### src/rtl/mips_pkg.sv
// Shared definitions for the MIPS forwarding/hazard logic: operand-mux select codes
// and the per-stage destination-slot record.
package mips_pkg;

   localparam logic [1:0] FWD_REG   = 2'b00;
   localparam logic [1:0] FWD_EXMEM = 2'b01;
   localparam logic [1:0] FWD_MEMWB = 2'b10;

   // Slots hold register numbers at a fixed width; narrower REG_AW values are zero-extended.
   localparam int SLOT_AW = 8;

   typedef struct packed {
      logic               valid;
      logic [SLOT_AW-1:0] dst;
      logic               reg_write;
      logic               mem_read;
   } slot_t;

   localparam slot_t SLOT_EMPTY = '{valid: 1'b0, dst: {SLOT_AW{1'b0}}, reg_write: 1'b0, mem_read: 1'b0};

   // True when the slot holds a real instruction that will write register r (never $0).
   function automatic logic slot_produces(input slot_t s, input logic [SLOT_AW-1:0] r);
      return s.valid && s.reg_write && (s.dst == r) && (r != {SLOT_AW{1'b0}});
   endfunction

endpackage

### src/rtl/mips_fwd_select.sv
// Per-operand forwarding select: matches one source register against the EX and MEM
// slots and picks the youngest usable producer.
module mips_fwd_select
   import mips_pkg::*;
(
   input  logic               use_src,
   input  logic [SLOT_AW-1:0] src,
   input  slot_t              ex_slot,
   input  slot_t              mem_slot,
   output logic [1:0]         sel
);

   // A load still in EX has no data yet; that case is covered by the stall, not here.
   always_comb begin
      sel = FWD_REG;
      if (use_src && slot_produces(ex_slot, src) && !ex_slot.mem_read) begin
         sel = FWD_EXMEM;
      end else if (use_src && slot_produces(mem_slot, src)) begin
         sel = FWD_MEMWB;
      end else begin
         sel = FWD_REG;
      end
   end

endmodule

### src/rtl/mips_forward_unit.sv
// EX-stage operand forwarding and load-use stall detection for a 5-stage MIPS pipeline,
// tracking the destinations of the instructions in EX, MEM and WB.
module mips_forward_unit
   import mips_pkg::*;
#(
   parameter int REG_AW = 5,
   parameter int CNT_W  = 16
) (
   input  logic              clk,
   input  logic              reset,
   input  logic              freeze,
   input  logic              id_valid,
   input  logic [REG_AW-1:0] id_rs,
   input  logic [REG_AW-1:0] id_rt,
   input  logic              id_use_rs,
   input  logic              id_use_rt,
   input  logic [REG_AW-1:0] id_dst,
   input  logic              id_reg_write,
   input  logic              id_mem_read,
   output logic [1:0]        fwd_a,
   output logic [1:0]        fwd_b,
   output logic              stall,
   output logic [CNT_W-1:0]  stall_count
);

   slot_t              ex_slot;
   slot_t              mem_slot;
   slot_t              wb_slot;
   slot_t              id_slot;
   logic [SLOT_AW-1:0] rs_ext;
   logic [SLOT_AW-1:0] rt_ext;
   logic [1:0]         sel_a;
   logic [1:0]         sel_b;
   logic               hazard;

   assign rs_ext = SLOT_AW'(id_rs);
   assign rt_ext = SLOT_AW'(id_rt);

   // Pack the ID-stage instruction into the record that enters EX.
   always_comb begin
      id_slot           = SLOT_EMPTY;
      id_slot.valid     = id_valid;
      id_slot.dst       = SLOT_AW'(id_dst);
      id_slot.reg_write = id_reg_write;
      id_slot.mem_read  = id_mem_read;
   end

   // Load in EX whose result the ID instruction needs: one bubble lets it reach MEM.
   always_comb begin
      hazard = 1'b0;
      if (id_valid && ex_slot.valid && ex_slot.mem_read && (ex_slot.dst != {SLOT_AW{1'b0}})) begin
         hazard = (id_use_rs && (rs_ext == ex_slot.dst)) || (id_use_rt && (rt_ext == ex_slot.dst));
      end else begin
         hazard = 1'b0;
      end
   end

   assign stall = hazard && !reset;

   mips_fwd_select u_sel_a (
      .use_src  (id_valid && id_use_rs),
      .src      (rs_ext),
      .ex_slot  (ex_slot),
      .mem_slot (mem_slot),
      .sel      (sel_a)
   );

   mips_fwd_select u_sel_b (
      .use_src  (id_valid && id_use_rt),
      .src      (rt_ext),
      .ex_slot  (ex_slot),
      .mem_slot (mem_slot),
      .sel      (sel_b)
   );

   // Slot shift, registered selects and stall counter; freeze holds everything.
   always_ff @(posedge clk or posedge reset) begin
      if (reset) begin
         ex_slot     <= SLOT_EMPTY;
         mem_slot    <= SLOT_EMPTY;
         wb_slot     <= SLOT_EMPTY;
         fwd_a       <= FWD_REG;
         fwd_b       <= FWD_REG;
         stall_count <= {CNT_W{1'b0}};
      end else if (freeze) begin
         ex_slot     <= ex_slot;
         mem_slot    <= mem_slot;
         wb_slot     <= wb_slot;
         fwd_a       <= fwd_a;
         fwd_b       <= fwd_b;
         stall_count <= stall_count;
      end else if (stall) begin
         ex_slot  <= SLOT_EMPTY;
         mem_slot <= ex_slot;
         wb_slot  <= mem_slot;
         fwd_a    <= FWD_REG;
         fwd_b    <= FWD_REG;
         if (stall_count != {CNT_W{1'b1}}) begin
            stall_count <= stall_count + CNT_W'(1'b1);
         end else begin
            stall_count <= stall_count;
         end
      end else begin
         ex_slot     <= id_slot;
         mem_slot    <= ex_slot;
         wb_slot     <= mem_slot;
         fwd_a       <= sel_a;
         fwd_b       <= sel_b;
         stall_count <= stall_count;
      end
   end

endmodule

### config.mk
export PLATFORM = sky130hd
export DESIGN_NAME = mips_forward_unit
export DESIGN_NICKNAME = d
export VERILOG_FILES = /design/src/rtl/mips_pkg.sv /design/src/rtl/mips_fwd_select.sv /design/src/rtl/mips_forward_unit.sv
export SDC_FILE = /design/constraint.sdc
export NUM_CORES = 1
export LEC_CHECK = 0
export CAP_MARGIN = 5
export CORE_ASPECT_RATIO = 1.5
export CORE_MARGIN = 10
export CORE_UTILIZATION = 45
export DETAILED_ROUTE_END_ITERATION = 8
export PLACE_DENSITY_LB_ADDON = 0.12
export SETUP_SLACK_MARGIN = 0.4
export SYNTH_ARGS = -nofsm -noshare
export SYNTH_HDL_FRONTEND = slang
export SYNTH_SLANG_ARGS = --single-unit
### constraint.sdc
create_clock -name clk -period 2.4 [get_ports clk]
set_input_delay 0.48 -clock clk [delete_from_list [all_inputs] [get_ports clk]]
set_output_delay 0.48 -clock clk [all_outputs]
set_load 0.005 [all_outputs]
==> Word level (Yosys, flattened, before mapping) <==
Cells that the tools add are included.
{ "word_totals": {"ff_bits": 41, "out_inout_bits": 21, "word_cells": 58} }
{ "op_classes": {"add_sub_neg": 1, "bitwise_logic": 1, "n_eq_ne": 7, "reduce_logical": 31, "muxes": 8} }
{ "op_table": {"columns": ["cell", "count"], "rows": [
  ["$eq A8 B5 Y1", 4],
  ["$logic_and A1 B1 Y1", 24],
  ["$reduce_bool A8 Y1", 3],
  ["$add A16 B1 Y16 const B", 1],
  ["$eq A5 B8 Y1", 2],
  ["$ne A16 B16 Y1 const B", 1],
  ["$mux W2", 6],
  ["$mux W11", 1],
  ["$reduce_and A3 Y1", 1],
  ["$logic_not A1 Y1", 2],
  ["$logic_or A1 B1 Y1", 1],
  ["$mux W1", 1],
  ["$not A1 Y1", 1]
]} }

==> Logic depth before layout (Yosys ltp) <==
{ "logic_depth": {"word_depth": 7, "ltp_mapped": 7, "depth_no_buf": 6} }

==> Modules after synthesis <==
Synthesis repeated with hierarchy kept, for this count alone.
{ "unflattened": {"hier_cells": 220, "hier_area_um2": 2284.7} }
{ "by_module_without_submodules": {"columns": ["mod", "n_inst", "cells_each", "seq_area_each_um2", "area_per_inst_um2"], "rows": [
  ["mips_forward_unit", 1, 162, 900.9, 1829.3],
  ["mips_fwd_select", 2, 29, 0.0, 227.7]
]} }

==> Worst setup path before layout <==
Ideal clock, no wire load.
{ "synth_path": {"kind": "in2reg", "from": "input reset", "to": "register stall_count[1]", "path_stages": 5, "setup_ps": 125, "path_slack_ps": -88, "t_arrival_ps": 2363, "path_cell_list": "inv_1 o2111ai_4 a31oi_2 nand3_1 mux2_2"} }
{ "synth_between": {"elab_chain_cells": 3} }
{ "synth_rtl": {"columns": ["item", "line", "text"], "rows": [
  ["from (decl)", "mips_forward_unit.sv:10", "input logic reset,"],
  ["$logic_not A1 Y1 (no source line)", null, null],
  ["$logic_and A1 B1 Y1", "mips_forward_unit.sv:58", "assign stall = hazard && !reset;"],
  ["$reduce_and A3 Y1 (no source line)", null, null],
  ["to (signal assigned)", "mips_forward_unit.sv:84", "stall_count <= {CNT_W{1'b0}};"],
  ["to (signal assigned)", "mips_forward_unit.sv:91", "stall_count <= stall_count;"],
  ["to (signal assigned)", "mips_forward_unit.sv:99", "stall_count <= stall_count + CNT_W'(1'b1);"],
  ["to (decl)", "mips_forward_unit.sv:23", "output logic [CNT_W-1:0] stall_count"]
]} }
No other way between the ends.
A chain may end at the register's enable or synchronous reset.

==> Worst setup path after layout <==
{ "layout_path": {"from": "register ex_slot[5] (netlist name)", "to": "output stall"} }
{ "layout_between": {"elab_chain_cells": 5, "word_cells_on_any_way": 9} }
{ "layout_rtl": {"columns": ["item", "line", "text"], "rows": [
  ["$eq A5 B8 Y1", "mips_forward_unit.sv:52", "hazard = (id_use_rs && (rs_ext == ex_slot.dst)) || (id_use_rt && (rt_ext == ex_slot.dst));"],
  ["$logic_and A1 B1 Y1", "mips_forward_unit.sv:52", null],
  ["$logic_or A1 B1 Y1", "mips_forward_unit.sv:52", null],
  ["$mux W1 *", "mips_forward_unit.sv:51", "if (id_valid && ex_slot.valid && ex_slot.mem_read && (ex_slot.dst != {SLOT_AW{1'b0}})) begin"],
  ["$logic_and A1 B1 Y1 *", "mips_forward_unit.sv:58", null],
  ["to (decl)", "mips_forward_unit.sv:22", "output logic stall,"]
]} }
Mark *: on every way between the ends. The rest lies on a longest branch, timed or not.

==> results.txt <==
The tree is rooted in a sky130_fd_sc_hd__clkbuf_8. The number of detailed-route iterations in the first pass is 4. The die covers 7430 um2. The sequential share of the synthesized area came out at between 40 and 50%.

The CTS tree is done. By startpoint and endpoint, the worst setup path is classified as reg -> out. The destination of the worst register-to-register timing path is stall_count[1]. The routed length per instance is 16.5 um. The startpoint identified for the worst register-to-register timing path is ex_slot[5]. The number of violations of the max-capacitance limit came out at 0. The instance count of the mapped netlist is 195. Setup repair after global routing could not meet its margin everywhere. The longest clock path from root to sink contains 2 buffers. STA classifies the critical path startpoint as a flop. The layer flagged by global routing as most heavily used is met2.

The proportion of synthesized flip-flops having asynchronous set or reset is 100%. Synthesis produced a netlist with a net count of ~220. The y dimension of the die is between 100 and 150 um. The clock sink total is 35. Cells fill 66.1% of the core in the end.

Routability-driven placement finished with a final weighted congestion of ~0.86. Hold repair after CTS inserted 0 buffers. The final worst clock skew came out at around 0.005 ns. The area of the core region came out at about 4200 um2. The number of global-route vias before repair is 1891. The worst-margin pin slew is about 0.7 ns. The global router's overall resource usage came out at between 15 and 20%. The final HPWL from detailed placement is approximately 4000 um.

The maximum number of pins on one net before global-route repair came out at 36. For this run, the leading register cell type out of synthesis is sky130_fd_sc_hd__dfrtp_1. The first global-routing pass estimated 8890 um of wire. Setup violations remaining at the end of the flow were counted as 0. The residual antenna-violating net count after detailed routing is 0.

Across the VDD grid, the largest voltage drop is ~0.00048 V. Compared with the post-synthesis result, the final layout area differs by 42.4%. The floorplan die width is between 70 and 80 um.

The area occupied by multi-input gates came out at between 1000 and 1500 um2. Clock-pin slew was measured on the worst setup and hold paths at around 0.070 ns. The worst hold path terminates at fwd_b[0]. The count of distinct cell types in the synthesized netlist is 35. The number of clock buffers inserted by TritonCTS is 5.

The initial detailed-routing violation count came out at 78. The effective utilization at floorplan is between 40% and 50%. Input and output buffers added on the ports amount to 43. The cell area after synthesis is 1950 um2. The number of cells on the worst reg-to-reg path is 9. The synthesized area divided by synthesized cell count is roughly 10 um2. Dividing the detail-routed via count by the number of cells gives between 5 and 6.

The finished layout cell area came out at between 2000 and 3000 um2. The clock insertion delay at the later pin of the skew report is 0.28 ns. For this run the aggregate overflow at the end of global routing stands at 0. The detailed-route wire length came out at between 5000 and 6000 um. The path class of the tightest hold or removal check is reg -> reg. The number of enable flip-flop cells after synthesis came out at 0. The count of inserted antenna diode cells came out at 0. The flow ran to the end, and the final reports show no timing, DRC or antenna violations. STA classifies the critical path endpoint as an output pin. STA puts the critical path data arrival time at 1.84 ns. The post-route minimum period is roughly 2.3 ns. Of the available clock period, the critical path in the final layout requires a little over nine tenths. The I/O pin count is 44. Synthesis inferred 35 register bits.

The top fanout value on the critical path is 2. The number of hold violations in the final report came out at 0. The maximum clock frequency is ~430 MHz. The cell area power density is 473 nW/um2. The H-tree was split into 2 levels.

In the final design database the tool counted between 200 and 300 nets. The max-slew violation total from the final report is 0. The total of warnings raised by yosys came out at 0. In this run the core area contains 29 standard-cell rows. The placed instances occupy a cell area of 2590 um2. The global routing met1 resource utilization is 15.6%. Fill cells in the final layout number 366. The number of vias after detailed routing is roughly 1700. The worst hold path begins at fwd_b[0]. The worst hold path passes through 2 cells. For met2 alone, demand over resource in global routing was 26.4%. The leakage dissipation is between 1 and 1.5 nW. The post-route DRC violation count is 0. The share of post-route cells with drive strength above 1 came out at 23.5%. The sequential cell area came out at 880 um2. The met3 track demand over resource in global routing is ~4.5%. The number of antenna violations at the first check in global routing is 0.

The setup slack of the most critical reg-to-reg path is approximately 0.22 ns. The data required time of the critical path is 1.92 ns. The headroom to the max-slew limit is around 54%.
power breakdown:
group	switching (mW)	total [mW]	internal, mW
registers	0.0345	0.655	0.620
logic	0.103	0.235	0.133
clock network	0.200	0.425	0.225
total	0.337	1.31	0.978
cell type report:
type / count / area share [%]
clock buffer: 6 / 2.97
clock inverter: 1 / 0.180
inverter: 3 / 0.540
multi-input combinational: 151 / 38.0
sequential: 35 / 31.6
tap: 46 / 2.07
timing repair buffer: 76 / 24.7
through the flow:
stage          setup slack, ns  setup TNS [ns]  power (mW)  hold WS [ns]  cells
3_3_place_gp            -0.387          -0.387       0.875         0.467    301
3_5_place_dp            -0.366          -0.366       0.879         0.468    301
6_report                0.0812               0        1.31         0.478    318
5_1_grt                 0.0108               0        1.38         0.507    318
4_1_cts                 0.0704               0        1.33         0.485    317
2_1_floorplan            0.319               0       0.769         0.442    195
registers in the layout (all words and copies together), names as in the netlist:
name and flops:
stall_count 16, ex_slot 8, mem_slot 7, fwd_a 2, fwd_b 2
how the worst max path moves through the flow:
stage	slack (ns)	cells past startpoint	startpoint	endpoint
after floorplan	0.32	5	reset	stall
after global placement	-0.39	6	id_rt[3]	stall
after detailed placement	-0.37	6	id_rt[3]	stall
after CTS	0.07	6	ex_slot[5]	stall
after global routing	0.01	6	ex_slot[5]	stall
final	0.08	6	ex_slot[5]	stall
placed cells by master, fill, tap and decap left out, types with 2 or more instances in the layout:
cell and n:
sky130_fd_sc_hd__xnor2_1 20, sky130_fd_sc_hd__o31ai_1 3, sky130_fd_sc_hd__clkbuf_8 6, sky130_fd_sc_hd__and3_1 5, sky130_fd_sc_hd__nand3_2 2, sky130_fd_sc_hd__clkdlybuf4s50_1 38
sky130_fd_sc_hd__nand4_1 10, sky130_fd_sc_hd__dfrtp_2 3, sky130_fd_sc_hd__nand2_1 23, sky130_fd_sc_hd__buf_4 30, sky130_fd_sc_hd__dlygate4sd2_1 4, sky130_fd_sc_hd__buf_6 4
sky130_fd_sc_hd__nor3_2 2, sky130_fd_sc_hd__nand3_1 12, sky130_fd_sc_hd__dfrtp_1 32, sky130_fd_sc_hd__nand2b_1 8, sky130_fd_sc_hd__nor2_1 8, sky130_fd_sc_hd__mux2_2 8
sky130_fd_sc_hd__or4_1 2, sky130_fd_sc_hd__o21ai_0 10, sky130_fd_sc_hd__and4_1 2, sky130_fd_sc_hd__xor2_1 14, sky130_fd_sc_hd__nor2b_1 2, sky130_fd_sc_hd__nor4_1 5
sky130_fd_sc_hd__nor3_1 2
logic make-up after synthesis:
kind of cell	after synthesis	synth area share (%)
compound gates	20	8.33
buf+inv	9	2.18
xor+xnor	34	15.2
flops	35	44.8
simple gates	88	24.2
fa+ha+maj	1	0.641
mux	8	4.61
worst max-delay path: stages (launching register included):
cell and delay, ns:
sky130_fd_sc_hd__dfrtp_1 0.40, sky130_fd_sc_hd__buf_6 0.13, sky130_fd_sc_hd__or4_4 0.52, sky130_fd_sc_hd__o2111ai_4 0.21, sky130_fd_sc_hd__inv_2 0.05, sky130_fd_sc_hd__and3_4 0.15
sky130_fd_sc_hd__buf_6 0.11
cells in the mapped netlist, types with 2 or more instances:
| cell | number | area (um2) |
|---|---|---|
| sky130_fd_sc_hd__nand4_1 | 10 | 62.6 |
| sky130_fd_sc_hd__dfrtp_1 | 35 | 876 |
| sky130_fd_sc_hd__and4_1 | 2 | 17.5 |
| sky130_fd_sc_hd__clkbuf_1 | 4 | 15.0 |
| sky130_fd_sc_hd__nor2b_1 | 2 | 12.5 |
| sky130_fd_sc_hd__o31ai_1 | 3 | 22.5 |
| sky130_fd_sc_hd__mux2_2 | 8 | 90.1 |
| sky130_fd_sc_hd__nand3_1 | 14 | 70.1 |
| sky130_fd_sc_hd__nor4_1 | 5 | 31.3 |
| sky130_fd_sc_hd__xnor2_1 | 20 | 175 |
| sky130_fd_sc_hd__and3_1 | 5 | 31.3 |
| sky130_fd_sc_hd__inv_1 | 2 | 7.51 |
| sky130_fd_sc_hd__xor2_1 | 14 | 123 |
| sky130_fd_sc_hd__nor2_1 | 8 | 30.0 |
| sky130_fd_sc_hd__nand2_1 | 23 | 86.3 |
| sky130_fd_sc_hd__nor3_1 | 4 | 20.0 |
| sky130_fd_sc_hd__nand2b_1 | 8 | 50.1 |
| sky130_fd_sc_hd__o21ai_0 | 10 | 50.1 |
| sky130_fd_sc_hd__or4_1 | 2 | 15.0 |
routing by layer:
| metal | part of all wire, % | up-vias | wire length [um] |
|---|---|---|---|
| met2 | 52 | 49 | 2740 |
| met3 | 6.1 | 16 | 322 |
| met4 | 3.6 | 0 | 189 |
| li1 | - | 848 | - |
| met1 | 38 | 826 | 1990 |
| met5 | 0 | - | 0 |
repair_timing:
| action | CTS | global route |
|---|---|---|
| resized for setup | 19 | 1 |
| endpoints found under the setup margin | 3 | 20 |
| pin swaps | 7 | 5 |
| setup buffers | 9 | 1 |
Power figures use the tool's default switching activity.
